[src/rtl/rr_stream_arbiter.sv]
// N-way packet-stream arbiter: round-robin or fixed-priority selection, grant held
// for a whole packet, optional forced release after MAX_BEATS transfers.
module rr_stream_arbiter #(
  parameter  int WIDTH     = 8,
  parameter  int NUM_REQ   = 4,
  parameter  int MAX_BEATS = 0,
  localparam int SRC_W     = $clog2(NUM_REQ)
) (
  input  logic                     clk,
  input  logic                     res,
  input  logic [NUM_REQ-1:0]       req,
  input  logic [NUM_REQ*WIDTH-1:0] data_in,
  input  logic [NUM_REQ-1:0]       last_in,
  input  logic                     mode,
  input  logic                     out_ready,
  output logic [NUM_REQ-1:0]       grant,
  output logic [NUM_REQ-1:0]       accept,
  output logic                     out_valid,
  output logic [WIDTH-1:0]         out_data,
  output logic                     out_last,
  output logic [SRC_W-1:0]         out_src
);

  localparam int BEAT_W = ($clog2(MAX_BEATS + 1) < 1) ? 1 : $clog2(MAX_BEATS + 1);

  typedef enum logic {IDLE, OWN} state_t;

  state_t              state, state_nxt;
  logic [NUM_REQ-1:0]  grant_nxt;
  logic [SRC_W-1:0]    src_nxt;
  logic [SRC_W-1:0]    rr_ptr, rr_ptr_nxt;
  logic [BEAT_W-1:0]   beat_cnt, beat_cnt_nxt;
  logic [SRC_W-1:0]    rr_win, fx_win, win;
  logic                rr_found;
  logic                owner_req, owner_last, xfer, cap_hit;
  logic [WIDTH-1:0]    owner_data;

  // Owner view is muxed by the one-hot grant, so it is all-zero while idle.
  always_comb begin
    owner_req  = 1'b0;
    owner_last = 1'b0;
    owner_data = '0;
    for (int i = 0; i < NUM_REQ; i++) begin
      if (grant[i]) begin
        owner_req  = req[i];
        owner_last = last_in[i];
        owner_data = data_in[i*WIDTH +: WIDTH];
      end
    end
  end

  always_comb begin
    rr_win   = '0;
    rr_found = 1'b0;
    for (int k = 0; k < NUM_REQ; k++) begin
      if (!rr_found && req[(int'(rr_ptr) + k) % NUM_REQ]) begin
        rr_win   = SRC_W'((int'(rr_ptr) + k) % NUM_REQ);
        rr_found = 1'b1;
      end
    end
    fx_win = '0;
    for (int k = NUM_REQ - 1; k >= 0; k--) begin
      if (req[k]) fx_win = SRC_W'(k);
    end
  end

  assign win     = mode ? fx_win : rr_win;
  assign xfer    = owner_req & out_ready;
  assign cap_hit = (MAX_BEATS != 0) && ((int'(beat_cnt) + 1) == MAX_BEATS);

  assign accept    = grant & {NUM_REQ{out_ready}};
  assign out_valid = owner_req;
  assign out_data  = owner_req ? owner_data : '0;
  assign out_last  = owner_req & owner_last;

  always_comb begin
    state_nxt    = state;
    grant_nxt    = grant;
    src_nxt      = out_src;
    rr_ptr_nxt   = rr_ptr;
    beat_cnt_nxt = beat_cnt;
    case (state)
      IDLE: begin
        if (|req) begin
          state_nxt    = OWN;
          grant_nxt    = NUM_REQ'(1) << win;
          src_nxt      = win;
          beat_cnt_nxt = '0;
        end
      end
      OWN: begin
        // Withdrawal, end of packet or beat cap all release on this edge.
        if (!owner_req || (xfer && (owner_last || cap_hit))) begin
          state_nxt  = IDLE;
          grant_nxt  = '0;
          rr_ptr_nxt = (out_src == SRC_W'(NUM_REQ - 1)) ? '0 : out_src + 1'b1;
        end else if (xfer) begin
          beat_cnt_nxt = beat_cnt + BEAT_W'(1);
        end
      end
      default: ;
    endcase
  end

  always_ff @(posedge clk or posedge res) begin
    if (res) begin
      state    <= IDLE;
      grant    <= '0;
      out_src  <= '0;
      rr_ptr   <= '0;
      beat_cnt <= '0;
    end else begin
      state    <= state_nxt;
      grant    <= grant_nxt;
      out_src  <= src_nxt;
      rr_ptr   <= rr_ptr_nxt;
      beat_cnt <= beat_cnt_nxt;
    end
  end

endmodule

[config.mk]
export PLATFORM = sky130hd
export DESIGN_NAME = rr_stream_arbiter
export DESIGN_NICKNAME = d
export VERILOG_FILES = /design/src/rtl/rr_stream_arbiter.sv
export SDC_FILE = /design/constraint.sdc
export NUM_CORES = 1
export LEC_CHECK = 0
export BUFFER_PORTS_ARGS = -buffer_cell sky130_fd_sc_hd__buf_2
export CAP_MARGIN = 20
export CORE_MARGIN = 3
export CORE_UTILIZATION = 38
export DETAILED_ROUTE_END_ITERATION = 16
export GPL_TIMING_DRIVEN = 0
export PLACE_DENSITY = 0.84
export SETUP_SLACK_MARGIN = 0.15
export SKIP_CTS_REPAIR_TIMING = 1
export SLEW_MARGIN = 10
export SYNTH_ARGS = -nofsm -noshare
export SYNTH_HDL_FRONTEND = slang
export SYNTH_SLANG_ARGS = --single-unit
[constraint.sdc]
create_clock -name clk -period 1.64 [get_ports clk]
set_clock_uncertainty 0.1 [all_clocks]
set_input_delay 0.328 -clock clk [delete_from_list [all_inputs] [get_ports clk]]
set_output_delay 0.328 -clock clk [all_outputs]
set_load 0.02 [all_outputs]
==> results of run 1 <==
-- state kept, by name, summed over array words and instances (netlist names) --
| signal | count |
|---|---|
| grant | 4 |
| out_src | 2 |
| rr_ptr | 2 |
| state | 1 |
-- layer usage --
layer,GRT usage,vias up
li1,-,653
met1,0.233,666
met2,0.356,63
met3,0.0611,13
met4,0.0695,0
met5,0,-
-- final timing paths --
kind                            slack, ns        from     endpoint  depth (start not counted)
min in group asynchronous            0.45         res    rr_ptr[1]                          3
max in group asynchronous            0.71         res     grant[2]                          3
worst max-delay path                -0.54    grant[1]  out_data[6]                          6
worst min-delay path                 0.37        mode   out_src[1]                          3
worst max register to register      -0.19    grant[1]    rr_ptr[1]                          5
worst min register to register       0.45  out_src[0]   out_src[0]                          2
-- cell usage after synthesis, types with 2 or more instances --
cell type	number	area, um2
nand2_1	14	52.6
nor2b_1	3	18.8
buf_2	5	25.0
a32oi_1	2	17.5
a21oi_1	9	45.0
nor2_1	4	15.0
and2_1	5	31.3
dfrtp_1	9	225
inv_1	15	56.3
nor3b_1	2	15.0
nand3b_1	4	30.0
clkbuf_1	5	18.8
o21ai_0	4	20.0
a221oi_1	8	70.1
a211oi_1	4	30.0
mux2_2	2	22.5
a211o_1	11	96.3
o21bai_1	2	15.0
o32ai_1	4	35.0
-- worst min-delay path, stage by stage --
cell     delay, ns
buf_2         0.12
a32o_2        0.19
o21ai_1       0.07
-- cells in the final DEF, fill, tap and decap left out, types with 2 or more instances in the layout --
cell type   n
buf_2      56
buf_6      20
inv_1      14
nand2_1    14
a211o_1    11
a21oi_4     8
buf_4       8
a221oi_2    5
dfrtp_1     5
nand3b_1    4
dfrtp_2     4
nor2_1      3
a211oi_1    3
o32ai_2     3
a221oi_1    3
and2_4      3
clkbuf_4    3
clkbuf_1    2
o21ai_1     2
o21bai_1    2
o21ai_0     2
nor2b_1     2
nor3b_1     2
buf_8       2
mux2_2      2
-- report_power, final --
part / switching (mW) / leakage [nW] / internal, mW / total [mW]
Sequential: 0.132 / 0.107 / 0.335 / 0.467
Combinational: 1.70 / 0.754 / 1.66 / 3.36
Clock: 0.0938 / 0.0150 / 0.0945 / 0.188
Total: 1.93 / 0.876 / 2.09 / 4.02
-- cell type report --
| type | instances | area (um2) |
|---|---|---|
| multi-input cells | 94 | 858 |
| repair buffers | 77 | 517 |
| fillers | 140 | 492 |
| flip-flops and latches | 9 | 230 |
| plain buffers | 12 | 118 |
| inverters | 15 | 63.8 |
| well taps | 28 | 35.0 |
| clock buffers | 4 | 26.3 |
-- logic make-up after synthesis --
| kind of cell | count (synthesis) |
|---|---|
| AO/OA/AOI/OAI | 52 |
| buffers and inverters | 27 |
| AND/OR/NAND/NOR | 39 |
| multiplexers | 2 |
| adder cells (fa/ha/maj) | 1 |
| flip-flops | 9 |
==> reports/qor.txt, run 1 <==
H-Tree Depth - 1
TritonRoute pass-1 iters - 4
Die ar. - 0.00327 mm2
Routability cong. - 0.779
GR Overflow Total - 0
Worst min-delay path class - primary input to flop
P_leak - 0.876 nW
Gr usage total - 0.203
Ports - 64
Max-slew headroom - 0.642
Worst-path clk slew - 0.07 ns
CP required - 1.21 ns
Sequential fraction of the synthesis area - 0.226
Final Hold Vio Count - 0
Ant diodes - 0
First-pass GRT wire length - 5330 um
DR vias/cell - 5.84
Delay-heaviest family, CP - compound AO/OA/AOI/OAI gates
Unrepaired setup endpoints after global routing - true
Tot Pwr - 4.02 mW
Core Region - 0.00234 mm2
Final instance area - 0.00185 mm2
IO Port Bufs - 62
Combinational family with the most area after synthesis - compound AO/OA/AOI/OAI gates
Max layer used - met4
Mapped Cells - 130
Worst path max stage delay - 0.46 ns
Largest net degree at the start of global routing - 11
Final critical-path share of the clock period - 1.33
Crit path arrival time - 1.75 ns
Finish-stage setup viols - 22
Die Wd - 57.2 um
Routed Wire Length - 4280 um
Crit-path cells - buf_4 > buf_8 > a221oi_1 > a211o_1 > a21oi_4 > buf_6
Worst Path Class, Setup - flop to output pin
Setup slack after placement - -0.248 ns
Ys flop type - dfrtp_1
DR WL/cell - 17.9 um
Area Growth Syn to Fin - 85.3%
DP Wirelength - 2560 um
Area after DPL - 0.00149 mm2
Final slew viol count - 0
Row count - 17
Fin crit period - 2.18 ns
# Max-Cap Violations - 0
Cell Count, Final, Fillers Out - 239
WP buf/inv - 3
Synth warn - 0
Metal-1 WL - 1630 um
Worst-margin pin slew - 0.532 ns
Die height - 57.2 um
Antenna viol nets, final - 0
Max IR drop VDD - 0.00168 V
Hold Slack - 0.374 ns
Initial Utilization - 0.426
CTS Buf Count - 3
Fmax - 0.460 GHz
Synthesis-stage register bit count - 9
Max Fanout on Critical Path - 10
Placed insts - 220
Post-synth net total - 175
Critical Path End Type - output pin
Nets - 257
Wire length on met3 - 253 um
Adder-cell share of the synthesized area - 0.0125
Sink Count - 9
Mapped Area - 997 um2
CTS root buf - clkbuf_4
Asr flop ratio synth - 1.00
Synth Area in Simple Gates - 0.221
Vias in the first global route - 1,193
PD cells - 2170 mW/mm2
Layout cells sized above 1 - 0.611
Post-synthesis compound-gate area fraction - 0.403
Failing checks - negative setup slack
Fin util - 0.790
Post-synth EDFFs - 0
Vias - 1,395
Slowest-stage cell, CP - dfrtp_2
Synth unique cells - 37
XOR/XNOR Fraction of Synth Area - 0
Status - finished with violations
Post-synthesis mux area share - 0.0226
Setup_tns - -7.11 ns
Clock Path Buffers - 2
Met2 wire len - 2280 um
DR iter-0 viols - 60
Antenna violations before repair - 0
CTS tree - built
Worst setup margin - -0.535 ns
Post-Synthesis Mean Instance Area - 7.67 um2
Worst-Skew Late Latency - 0.28 ns
DRC - 0
Setup crit start kind - flop
Power figures use the tool's default switching activity.
==> run 2: changes to the inputs <==
ABC_AREA = 1   (was not set)
CORE_ASPECT_RATIO = 1.1   (was not set)
CORE_UTILIZATION = 39   (was 38)
==> run 2 against run 1 <==
Against the previous run: the flow still finishes with violations (negative setup slack); fmax up 3.9%; worst setup slack gained 0.082 ns; area after synthesis grew 6.3%; utilization shrank 4.3 points; clock-buffer cell count did not move; critical path depth up 1; highest routed layer unchanged.
==> reports/qor.txt, run 2 <==
Clock power frac - 0.038 (-0.009)
Synth area leader - nand2_1
Sequential fraction of the synthesis area - 0.213 (-0.0133)
Unrepaired setup endpoints after global routing - true
DR iter-0 viols - 90 (+50%)
Initial Utilization - 0.417 (-0.00958)
Failing checks - negative setup slack
Area of the multi-input gates - 967 um2 (+13%)
Psw - 2.49 mW (+29%)
IO Port Bufs - 63 (+1.6%)
First-pass GRT wire length - 5200 um (-2.5%)
Routability cong. - 0.928 (+19%)
Clock Path Buffers - 2 (unchanged)
Max Fanout on Critical Path - 5 (-5)
CP required - 1.21 ns (about the same)
Critical Path End Type - output pin
Sink Count - 9 (unchanged)
Worst min-delay path class - primary input to flop
P_leak - 1.00 nW (+14%)
Cell Count, Final, Fillers Out - 299 (+25%)
DRC - 0 (unchanged)
Commonest cells in the synthesized netlist - nand2_1, inv_1, a21oi_1
Ports - 64 (unchanged)
Synth top area share - 0.241 (+0.0150)
Antenna violations before repair - 0 (unchanged)
Setup crit start kind - flop
Tot Pwr - 4.36 mW (+8.4%)
Post-synth EDFFs - 0 (unchanged)
Worst-Skew Late Latency - 0.26 ns (-0.02 ns)
Worst Path Class, Setup - flop to output pin
Worst Setup SP - grant[0]
Delay-heaviest family, CP - compound AO/OA/AOI/OAI gates
Placed insts - 280 (+27%)
H-Tree Depth - 1 (unchanged)
Filler cells - 187 (+34%)
DR vias/cell - 5.52 (-5.4%)
Mapped Area - 0.00106 mm2 (+6.3%)
Commonest non-fill, non-tap cell in the layout - nand2_1
Hold Crit Depth - 5 (+2)
Total internal power - 1.87 mW (-11%)
Layout cells sized above 1 - 0.575 (-0.0367)
Sw frac - 0.572 (+0.0914)
Fin crit period - 2.09 ns (-0.0823 ns)
PD cells - 2290 mW/mm2 (+5.5%)
Area after DPL - 0.00155 mm2 (+3.8%)
Synth warn - 0 (unchanged)
Worst-path clk slew - 0.06 ns (about the same)
WP buf/inv - 3 (unchanged)
Hold Slack - 0.393 ns (+0.0191 ns)
GR Overflow Total - 0 (unchanged)
TritonRoute pass-1 iters - 4 (unchanged)
Setup slack after placement - -0.339 ns (-0.0903 ns)
Worst reg2reg setup slack - -0.13 ns (+0.06 ns)
Vias in the first global route - 1,266 (+6.1%)
Core Region - 0.00254 mm2 (+8.7%)
Max-slew headroom - 0.626 (-0.0164)
Worst path max stage delay - 0.37 ns (-0.09 ns)
Nets - 314 (+22%)
Final critical-path share of the clock period - 1.28 (-0.0502)
DP Wirelength - 2720 um (+6.1%)
CTS tree - built
Logic pwr share - 0.853 (+0.016)
Final instance area - 0.00190 mm2 (+2.8%)
Ant diodes - 0 (unchanged)
Status - finished with violations
Reg-to-Reg End - rr_ptr[1]
Worst-margin pin slew - 0.561 ns (+0.0295 ns)
R2r startpoint - grant[0]
DR WL/cell - 14.7 um (-18%)
Fmax - 0.478 GHz (+3.9%)
Largest regs - grant x4, out_src x2, rr_ptr x2
CTS root buf - clkbuf_4
Seq. cell area - 231 um2 (+0.54%)
Post-Synthesis Mean Instance Area - 5.70 um2 (-26%)
Most frequent cells in the layout - nand2_1, buf_2, nand2_2, inv_1, buf_4
Largest net degree at the start of global routing - 11 (unchanged)
Mapped Cells - 186 (+43%)
Die ar. - 0.00338 mm2 (+3.2%)
Sequential power share - 0.108 (-0.008)
# Max-Cap Violations - 0 (unchanged)
Most used cell along the critical path - a21oi_4
Final slew viol count - 0 (unchanged)
CTS Buf Count - 3 (unchanged)
Post-synth net total - 231 (+32%)
Crit-path cells - inv_2 > o21ai_2 > nand3_4 > a21oi_4 > clkinv_4 > a21oi_4 > buf_6
Area Growth Syn to Fin - 79.2%
Routed Wire Length - 4410 um (+3.0%)
Hold_sp - mode
Finish-stage setup viols - 17 (-23%)
Row count - 19 (+2)
Die height - 60.7 um (+6.0%)
R2R depth - 11 (+6)
Die Wd - 55.7 um (-2.7%)
Vias - 1,651 (+18%)
Top-count cell post-synth - nand2_1
Ys flop type - dfrtp_1
Asr flop ratio synth - 1.00 (unchanged)
Antenna viol nets, final - 0 (unchanged)
Gr usage total - 0.188 (-0.0142)
Largest cells by area after synthesis - nand2_1, dfrtp_1, a21oi_1, inv_1, nand3_1
Max reg flops - 4 (unchanged)
Final Hold Vio Count - 0 (unchanged)
Max IR drop VDD - 0.00177 V (+5.6%)
Synth unique cells - 25 (-32%)
Worst Hold End - grant[2]
Worst setup margin - -0.453 ns (+0.0823 ns)
Crit path arrival time - 1.66 ns (-0.09 ns)
Synthesis-stage register bit count - 9 (unchanged)
Most flop-heavy register - grant
Slowest-stage cell, CP - dfrtp_2
==> run 2: cell count changes in the layout (fill, tap and decap cells not counted), moves of 5 or more <==
cell      delta
nand3_2      +9
o21ai_2      +5
a22oi_1      +6
buf_4        +8
nor2_4       +5
a21oi_1      +5
a211o_1     -11
buf_6       -11
nand2_1     +42
o211ai_1     +5
nand2_2     +17
==> run 2: worst max-delay path by stage <==
| stage | endpoint | cells after the start |
|---|---|---|
| after global placement | out_data[2] | 7 |
| after CTS | out_data[2] | 7 |
| after floorplan | out_data[0] | 6 |
| final | out_data[0] | 7 |
| after global routing | out_data[0] | 7 |
| after detailed placement | out_data[2] | 7 |
==> run 2: stage by stage <==
step	utilization	setup TNS, ns
after floorplan	-	-1.89
after global placement	0.609	-2.74
after detailed placement	0.609	-2.78
after CTS	0.620	-5.69
after global routing	0.747	-5.87
final	0.747	-4.59
==> run 2: layer usage <==
metal,vias to the layer above,wire length [um],global-route usage
met5,-,0,0
met4,0,163,0.0764
met3,21,271,0.0277
met2,87,2360,0.360
met1,772,1610,0.214
li1,771,-,-
==> run 2: worst reg2reg max path: stages, from the launching register on <==
cell	delay, ns
dfrtp_2	0.37
inv_2	0.07
o21ai_2	0.18
nand3_4	0.10
a21oi_4	0.25
buf_4	0.17
nand2_2	0.07
nand2_4	0.08
inv_4	0.04
buf_4	0.13
nand2_1	0.05
o21ai_1	0.05
==> run 2: cell families after synthesis <==
group                      share of synthesized area
and+or+nand+nor                                0.406
AOI/OAI and AO/OA                              0.255
buffers and inverters                          0.115
DFF                                            0.213
adders and majority gates                     0.0118
==> run 2: power groups by stage <==
| stage | combinational [mW] | sequential, mW | clock [mW] |
|---|---|---|---|
| floorplan | 2.07 | 0.510 | 0 |
| global placement | 2.70 | 0.447 | 0 |
| detailed placement | 2.74 | 0.449 | 0 |
| CTS | 2.75 | 0.447 | 0.171 |
| global route | 3.97 | 0.490 | 0.186 |
| finish | 3.72 | 0.473 | 0.167 |
==> run 2: final cells by class <==
cell class,count,area share
plain buffers,5,0.0244
clock buffers,4,0.0138
inverters,26,0.0619
multi-input cells,146,0.509
flip-flops and latches,9,0.122
well taps,31,0.0204
repair buffers,77,0.245
repair inverters,1,0.00329
